## config.mk

```make
export PLATFORM = sky130hd
export DESIGN_NAME = pipe_hazard_ctrl
export DESIGN_NICKNAME = d
export VERILOG_FILES = /design/src/rtl/pipe_hazard_ctrl.sv
export SDC_FILE = /design/constraint.sdc
export NUM_CORES = 1
export LEC_CHECK = 0
export ABC_CLOCK_PERIOD_IN_PS = 4300
export BUFFER_PORTS_ARGS = -buffer_cell sky130_fd_sc_hd__buf_4
export CAP_MARGIN = 10
export CORE_MARGIN = 4
export CORE_UTILIZATION = 56
export DETAILED_ROUTE_END_ITERATION = 7
export PLACE_DENSITY = 0.84
export SYNTH_ARGS = -nofsm -noshare
export SYNTH_HDL_FRONTEND = slang
export SYNTH_SLANG_ARGS = --single-unit
```

## constraint.sdc

```tcl
create_clock -name clk_i -period 4.3 [get_ports clk_i]
set_input_delay 0 -clock clk_i [delete_from_list [all_inputs] [get_ports clk_i]]
set_output_delay 0 -clock clk_i [all_outputs]
set_load 0.1 [all_outputs]
```

## src/rtl/pipe_hazard_ctrl.sv

```systemverilog
// pipe_hazard_ctrl: pipeline sequencing controller for the 5-stage RV32 core.
// Tracks in-flight register writers in a shadow pipeline (EX, MEM, WB) and derives
// PC / pipeline-register enables, bubbles and flushes combinationally each cycle.
//
// Optional feature macro: PIPE_FWD_EN
//   undefined : any RAW match against EX or MEM stalls; fwd_a_o/fwd_b_o tied to 00.
//   defined   : only load-use stalls; registered operand forwarding selects are produced.
//
// Ports:
//   clk_i, rst_i            clock, asynchronous active-high reset
//   id_rs1_i, id_rs2_i      source registers of the ID instruction (0 = unused)
//   id_rd_i                 destination register of the ID instruction
//   id_regwrite_i           ID instruction writes rd
//   id_memread_i            ID instruction is a load
//   id_memwrite_i           ID instruction is a store
//   ex_redirect_i           branch/jump resolved taken in EX
//   mem_ready_i             data memory completes the MEM access this cycle
//   pc_we_o, ifid_we_o      PC and IF/ID load enables
//   ifid_flush_o            IF/ID cleared to NOP
//   idex_flush_o            ID/EX loaded with a bubble
//   pipe_we_o               ID/EX, EX/MEM, MEM/WB load enable
//   fwd_a_o, fwd_b_o        EX operand sources (01 EX/MEM, 10 MEM/WB, 00 regfile)
//   stall_cnt_o             saturating count of cycles with pc_we_o = 0
module pipe_hazard_ctrl #(
    parameter int unsigned CNT_W = 16
) (
    input  logic             clk_i,
    input  logic             rst_i,
    input  logic [4:0]       id_rs1_i,
    input  logic [4:0]       id_rs2_i,
    input  logic [4:0]       id_rd_i,
    input  logic             id_regwrite_i,
    input  logic             id_memread_i,
    input  logic             id_memwrite_i,
    input  logic             ex_redirect_i,
    input  logic             mem_ready_i,
    output logic             pc_we_o,
    output logic             ifid_we_o,
    output logic             ifid_flush_o,
    output logic             idex_flush_o,
    output logic             pipe_we_o,
    output logic [1:0]       fwd_a_o,
    output logic [1:0]       fwd_b_o,
    output logic [CNT_W-1:0] stall_cnt_o
);

    typedef struct packed {
        logic       valid;
        logic [4:0] rd;
        logic       regwrite;
        logic       memread;
        logic       memaccess;
    } shadow_t;

    shadow_t ex_q, ex_d, mem_q, mem_d, wb_q, wb_d;
    logic [CNT_W-1:0] stall_cnt_q, stall_cnt_d;

    logic freeze, hazard, bubble;

    function automatic logic writes(input shadow_t e, input logic [4:0] rs);
        return e.valid && e.regwrite && (e.rd != 5'd0) && (e.rd == rs);
    endfunction

    // The WB stage is tracked for completeness; the write-first register file
    // means it never participates in a hazard decision.
    logic unused_wb;
    assign unused_wb = ^wb_q;

    assign freeze = mem_q.valid && mem_q.memaccess && !mem_ready_i;

`ifdef PIPE_FWD_EN
    // Only a load still in EX cannot be forwarded in time.
    assign hazard = (writes(ex_q, id_rs1_i) || writes(ex_q, id_rs2_i)) && ex_q.memread;
`else
    assign hazard = writes(ex_q, id_rs1_i) || writes(ex_q, id_rs2_i) ||
                    writes(mem_q, id_rs1_i) || writes(mem_q, id_rs2_i);
`endif

    // Redirect squashes the ID instruction, so it also becomes a bubble.
    assign bubble = ex_redirect_i || hazard;

    // Control outputs, one priority case per cycle.
    always_comb begin
        pc_we_o      = 1'b1;
        ifid_we_o    = 1'b1;
        ifid_flush_o = 1'b0;
        idex_flush_o = 1'b0;
        pipe_we_o    = 1'b1;
        if (freeze) begin
            pc_we_o   = 1'b0;
            ifid_we_o = 1'b0;
            pipe_we_o = 1'b0;
        end else if (ex_redirect_i) begin
            ifid_flush_o = 1'b1;
            idex_flush_o = 1'b1;
        end else if (hazard) begin
            pc_we_o      = 1'b0;
            ifid_we_o    = 1'b0;
            idex_flush_o = 1'b1;
        end
    end

    // Shadow pipeline advance; a freeze holds every stage.
    always_comb begin
        ex_d  = ex_q;
        mem_d = mem_q;
        wb_d  = wb_q;
        if (!freeze) begin
            wb_d  = mem_q;
            mem_d = ex_q;
            if (bubble) begin
                ex_d = '0;
            end else begin
                ex_d.valid     = 1'b1;
                ex_d.rd        = id_rd_i;
                ex_d.regwrite  = id_regwrite_i;
                ex_d.memread   = id_memread_i;
                ex_d.memaccess = id_memread_i | id_memwrite_i;
            end
        end
    end

    always_comb begin
        stall_cnt_d = stall_cnt_q;
        if (!pc_we_o && !(&stall_cnt_q)) begin
            stall_cnt_d = stall_cnt_q + {{(CNT_W-1){1'b0}}, 1'b1};
        end
    end

    always_ff @(posedge clk_i or posedge rst_i) begin
        if (rst_i) begin
            ex_q        <= '0;
            mem_q       <= '0;
            wb_q        <= '0;
            stall_cnt_q <= '0;
        end else begin
            ex_q        <= ex_d;
            mem_q       <= mem_d;
            wb_q        <= wb_d;
            stall_cnt_q <= stall_cnt_d;
        end
    end

    assign stall_cnt_o = stall_cnt_q;

`ifdef PIPE_FWD_EN
    logic [1:0] fwd_a_q, fwd_a_d, fwd_b_q, fwd_b_d;

    // Evaluated against the producers before they advance: the one in EX now
    // sits in EX/MEM next cycle, the one in MEM sits in MEM/WB.
    function automatic logic [1:0] fwd_sel(input shadow_t ex_e, input shadow_t mem_e,
                                           input logic [4:0] rs);
        if (writes(ex_e, rs)) begin
            return 2'b01;
        end else if (writes(mem_e, rs)) begin
            return 2'b10;
        end
        return 2'b00;
    endfunction

    always_comb begin
        fwd_a_d = fwd_a_q;
        fwd_b_d = fwd_b_q;
        if (!freeze) begin
            fwd_a_d = bubble ? 2'b00 : fwd_sel(ex_q, mem_q, id_rs1_i);
            fwd_b_d = bubble ? 2'b00 : fwd_sel(ex_q, mem_q, id_rs2_i);
        end
    end

    always_ff @(posedge clk_i or posedge rst_i) begin
        if (rst_i) begin
            fwd_a_q <= 2'b00;
            fwd_b_q <= 2'b00;
        end else begin
            fwd_a_q <= fwd_a_d;
            fwd_b_q <= fwd_b_d;
        end
    end

    assign fwd_a_o = fwd_a_q;
    assign fwd_b_o = fwd_b_q;
`else
    assign fwd_a_o = 2'b00;
    assign fwd_b_o = 2'b00;
`endif

endmodule

```

---- Word-level counts from Yosys, hierarchy flattened ----
Index checks and enable logic that the tools add are counted.
word-level totals
  register bits ........................... 32
  output and inout bits ................... 25
operators by class
  add/subtract/negate cells ............... 1
  reduce and logical (&&, ||, !) cells .... 21
  bitwise logic cells ..................... 1
  multiplexer cells ....................... 10
  equality and inequality tests ........... 4
operator list
  kind                   count
  $eq 5x5->1             4
  $add 16x1->16 const B  1
  $reduce_and 16->1      1
  $logic_and 1x1->1      11
  $reduce_bool 5->1      2
  $mux 1                 9
  $mux 9                 1
  $logic_or 1x1->1       4
  $logic_not 1->1        3
  $or 1x1->1             1

---- Logic depth before layout (Yosys ltp) ----
  depth in word-level cells ............... 11
  mapped depth ............................ 8
  depth with buffers taken out ............ 7

---- Worst setup path before layout ----
No wires, ideal clock.
  kind .................................... reg-to-output
  from .................................... reg ex_q[3] (netlist name)
  to ...................................... out pc_we_o
  buffers on the path ..................... 1
  data required time ...................... 4.300 ns
  path slack .............................. 0.990 ns
  data arrival time ....................... 3.310 ns
  cell stages (with the launch flop) ...... 6
  cells stage by stage .................... dfrtp_1 or4_1 o211ai_2 o22ai_4 a21oi_1 buf_4
between the ends
  longest elaborated chain between the ends .. 9
  elaborated cells between the ends (all ways) .. 12
ends and longest elaborated chain
  element                             RTL line  RTL
  start, declared                     55        shadow_t ex_q, ex_d, mem_q, mem_d, wb_q, wb_d;
  start signal, assigned              132       ex_q <= '0;
  start signal, assigned              137       ex_q <= ex_d;
  $reduce_bool 5->1                   61        return e.valid && e.regwrite && (e.rd != 5'd0) && (e.rd == rs);
  $logic_and 1x1->1 (2 in series)     61
  $logic_or 1x1->1 (*) (2 in series)  75        assign hazard = writes(ex_q, id_rs1_i) || writes(ex_q, id_rs2_i) ||
  $logic_or 1x1->1 (*)                76        writes(mem_q, id_rs1_i) || writes(mem_q, id_rs2_i);
  $mux 1 (*) (3 in series)            --
  end, declared                       37        output logic pc_we_o,
Mark *: on every way between the ends. The rest lies on a longest branch, timed or not.

---- Worst setup path after layout ----
  from .................................... reg mem_q[5] (netlist name)
  to ...................................... reg ex_q[0] (netlist name)
between the ends
  longest elaborated chain between the ends .. 7
  elaborated cells between the ends (all ways) .. 10
ends and longest elaborated chain
  element                          RTL line  RTL
  start, declared                  55
  start signal, assigned           138       mem_q <= mem_d;
  $reduce_bool 5->1                61
  $logic_and 1x1->1 (2 in series)  61
  $logic_or 1x1->1                 75
  $logic_or 1x1->1 (*)             76
  $logic_or 1x1->1 (*)             80        assign bubble = ex_redirect_i || hazard;
  $mux 9 (*)                       111       if (bubble) begin
Marks and branches as above.
A chain may end at the register's enable or synchronous reset.

==> flow_summary.json <==
{
  "power_switching_uw": 446.3,
  "crit_required_ns": 4.57,
  "clock_tree.root_cell": "clkbuf_4",
  "dieArea_um2": 4035,
  "endpoint": "ex_q[0]",
  "cts_max_level": 2,
  "avgRoutedWirePerCell_um": 15.41,
  "area_delta_synth_final_pct": 27.68,
  "most-common-layout-cells": "buf_4 (43), dfrtp_1 (32), nand2_1 (23)",
  "period_minus_slack_ns": 2.500,
  "setup_viol": 0,
  "ys_types": 35,
  "drc_errors": 0,
  "gp_congestion": 0.8130,
  "antenna_found_initial": 0,
  "finalNetCount": 240,
  "peakVddDrop_mv": 0.5288,
  "placed_cells": 232,
  "clock_path_buffers": 2,
  "ant_nets": 0,
  "syn_area_um2": 1727,
  "die_x_um": 63.53,
  "regToRegSetupSlack_ns": 1.80,
  "cts-buffers-inserted": 5,
  "design.core.area_um2": 2853,
  "cts_tree": "built",
  "cap_violations": 0,
  "drive_above_1_share": 0.2798,
  "r2r-end": "ex_q[0]",
  "cts-resized-gates": 0,
  "internal_power_uw": 568.9,
  "startpoint": "mem_q[5]",
  "layout_commonest_cell": "buf_4",
  "switching_share": 0.4396,
  "max-slew-margin-rel": 0.4751,
  "status": "complete, no violations",
  "worstMarginPinSlew_ns": 0.7865,
  "finalClockSkew_ns": 0.01897,
  "die_h_um": 63.53,
  "fin_cells": 249,
  "final-hold-violation-count": 0,
  "rr_worst_depth": 7,
  "tns_ns": 0,
  "syn_inst": 164,
  "path_class": "flop to flop",
  "grt_first_pass_wirelength_um": 6555,
  "worstPathArrival_ns": 2.77,
  "power_frac_comb": 0.402,
  "diodes": 0,
  "drt-initial-drc-count": 39,
  "synth.avg_cell_area_um2": 10.53,
  "clock-sinks": 32,
  "crit_fanout": 8,
  "power_density_nw_per_um2": 460.5,
  "rr_startpoint": "mem_q[5]",
  "io_pins": 47,
  "grt_pass1_vias": 1395,
  "rsz0062_at_grt": "no",
  "place.port_buffers": 42,
  "gr-usage-all-layers": 0.2098,
  "viasPerCell": 5.482,
  "vias": 1365,
  "p_clk_frac": 0.216,
  "hp-class": "input port to flop",
  "yosys_warnings": 0,
  "power.leakage_nw": 1.108,
  "fmax_mhz": 400.0,
  "first_pass_iters": 4,
  "routed_wl_um": 3836,
  "worstSkewPairLatency_ns": 0.34,
  "fin_crit_sh": 0.5815,
  "grt_max_degree": 33,
  "ys_ff_latch": 32,
  "slew_viol_final": 0,
  "ys_seq_area_frac": 0.4638,
  "dp_hpwl_um": 2778,
  "fp-row-count": 19,
  "start_util": 0.6053,
  "pwr-share-seq": 0.381,
  "grt-ovfl-total": 0,
  "path_clk_slew_ns": 0.10,
  "start_kind": "flop",
  "endpoint_kind": "flop",
  "hp-start": "ex_redirect_i",
  "fillerInstances": 188
}
-- final cells by class --
class | count | area, µm² | area share
clock inverter | 2 | 35.03 | 0.01589
inverter | 3 | 11.26 | 0.005108
sequential | 32 | 800.8 | 0.3632
tap | 31 | 38.79 | 0.01759
clock buffer | 6 | 41.29 | 0.01873
multi-input combinational | 123 | 864.6 | 0.3922
timing repair buffer | 52 | 412.9 | 0.1873
-- how the worst min path moves through the flow --
stage | endpoint | slack [ns] | cells past startpoint
2_1_floorplan | ex_q[0] | 0.12 | 1
3_3_place_gp | ex_q[2] | 0.10 | 3
3_5_place_dp | ex_q[2] | 0.12 | 3
4_1_cts | ex_q[8] | 0.02 | 3
5_1_grt | ex_q[8] | 0.03 | 3
6_report | ex_q[8] | 0.05 | 3
-- registers in the layout, indices dropped and copies added (netlist names) --
register and count:
ex_q 8, mem_q 8, stall_cnt_o 16
-- per-layer routing --
layer  wire (µm)  global-route usage
met1        1665              0.2657
met2        1808              0.3207
met3         266             0.07993
met4          95             0.08625
met5           0                   0
-- per-stage QoR --
step                      hold WS, ns  setup slack, ns  cell area, µm²  total power, mW    util
after detailed placement       0.1250            2.133            2038           0.7934  0.7145
after CTS                     0.02230            1.837            2205            1.024  0.7728
after global placement         0.1033            2.230            2038           0.7833  0.7145
after global routing          0.03484            1.615            2205            1.067  0.7728
after floorplan                0.1162           0.9895            1738           0.7040       -
final                         0.05056            1.800            2205            1.015  0.7728
-- cell families (layout without fill, tap and decap cells) --
| family | Yosys count | count (layout) | synth area share |
|---|---|---|---|
| muxes | 1 | 1 | 0.006521 |
| xor gates and xnor gates | 35 | 35 | 0.1775 |
| AOI/OAI and AO/OA | 15 | 15 | 0.09130 |
| and+or+nand+nor | 67 | 67 | 0.2094 |
| buffers and inverters | 12 | 63 | 0.04203 |
| DFF | 32 | 32 | 0.4638 |
| other | 1 | 4 | 0.002172 |
| adders and majority gates | 1 | 1 | 0.007245 |
-- synthesized netlist by cell type (all sizes together) --
library cell | instances | area share
and3 | 8 | 0.030
o211ai | 2 | 0.014
inv | 3 | 0.0065
and2 | 3 | 0.011
ha | 1 | 0.0072
a21o | 1 | 0.0043
a22o | 6 | 0.030
nand3 | 5 | 0.020
or4 | 2 | 0.0087
a21oi | 1 | 0.0029
o21ai | 1 | 0.0029
xnor2 | 14 | 0.071
dfrtp | 32 | 0.46
nand4b | 1 | 0.0051
clkbuf | 2 | 0.0043
mux2 | 1 | 0.0065
nor3 | 5 | 0.021
buf | 7 | 0.031
conb | 1 | 0.0022
and4 | 2 | 0.010
o2bb2ai | 1 | 0.016
nand2 | 23 | 0.050
o22ai | 1 | 0.012
a22oi | 2 | 0.0087
xor2 | 21 | 0.11
nor2 | 9 | 0.021
nand2b | 2 | 0.0072
nand4 | 7 | 0.025
-- critical path, stage by stage (launching register included) --
cell	delay, ns
dfrtp_1	0.45
or4_1	0.56
o211ai_2	0.20
o22ai_4	0.13
nor3_4	0.32
o21ai_0	0.13
dlygate4sd3_1	0.58
nand2_1	0.06
-- power by group through the flow --
stage,clock [mW],combinational [mW],sequential [mW]
finish,0.220,0.408,0.387
global route,0.243,0.431,0.394
CTS,0.228,0.409,0.387
detailed placement,0,0.401,0.393
global placement,0,0.395,0.389
floorplan,0,0.167,0.537
-- what timing repair did --
item / in CTS / in global routing
setup buffers: 0 / 0
hold endpoints to repair: 39 / 0
hold buffers: 9 / 0
Note: power is estimated with default switching activity, not from simulation.
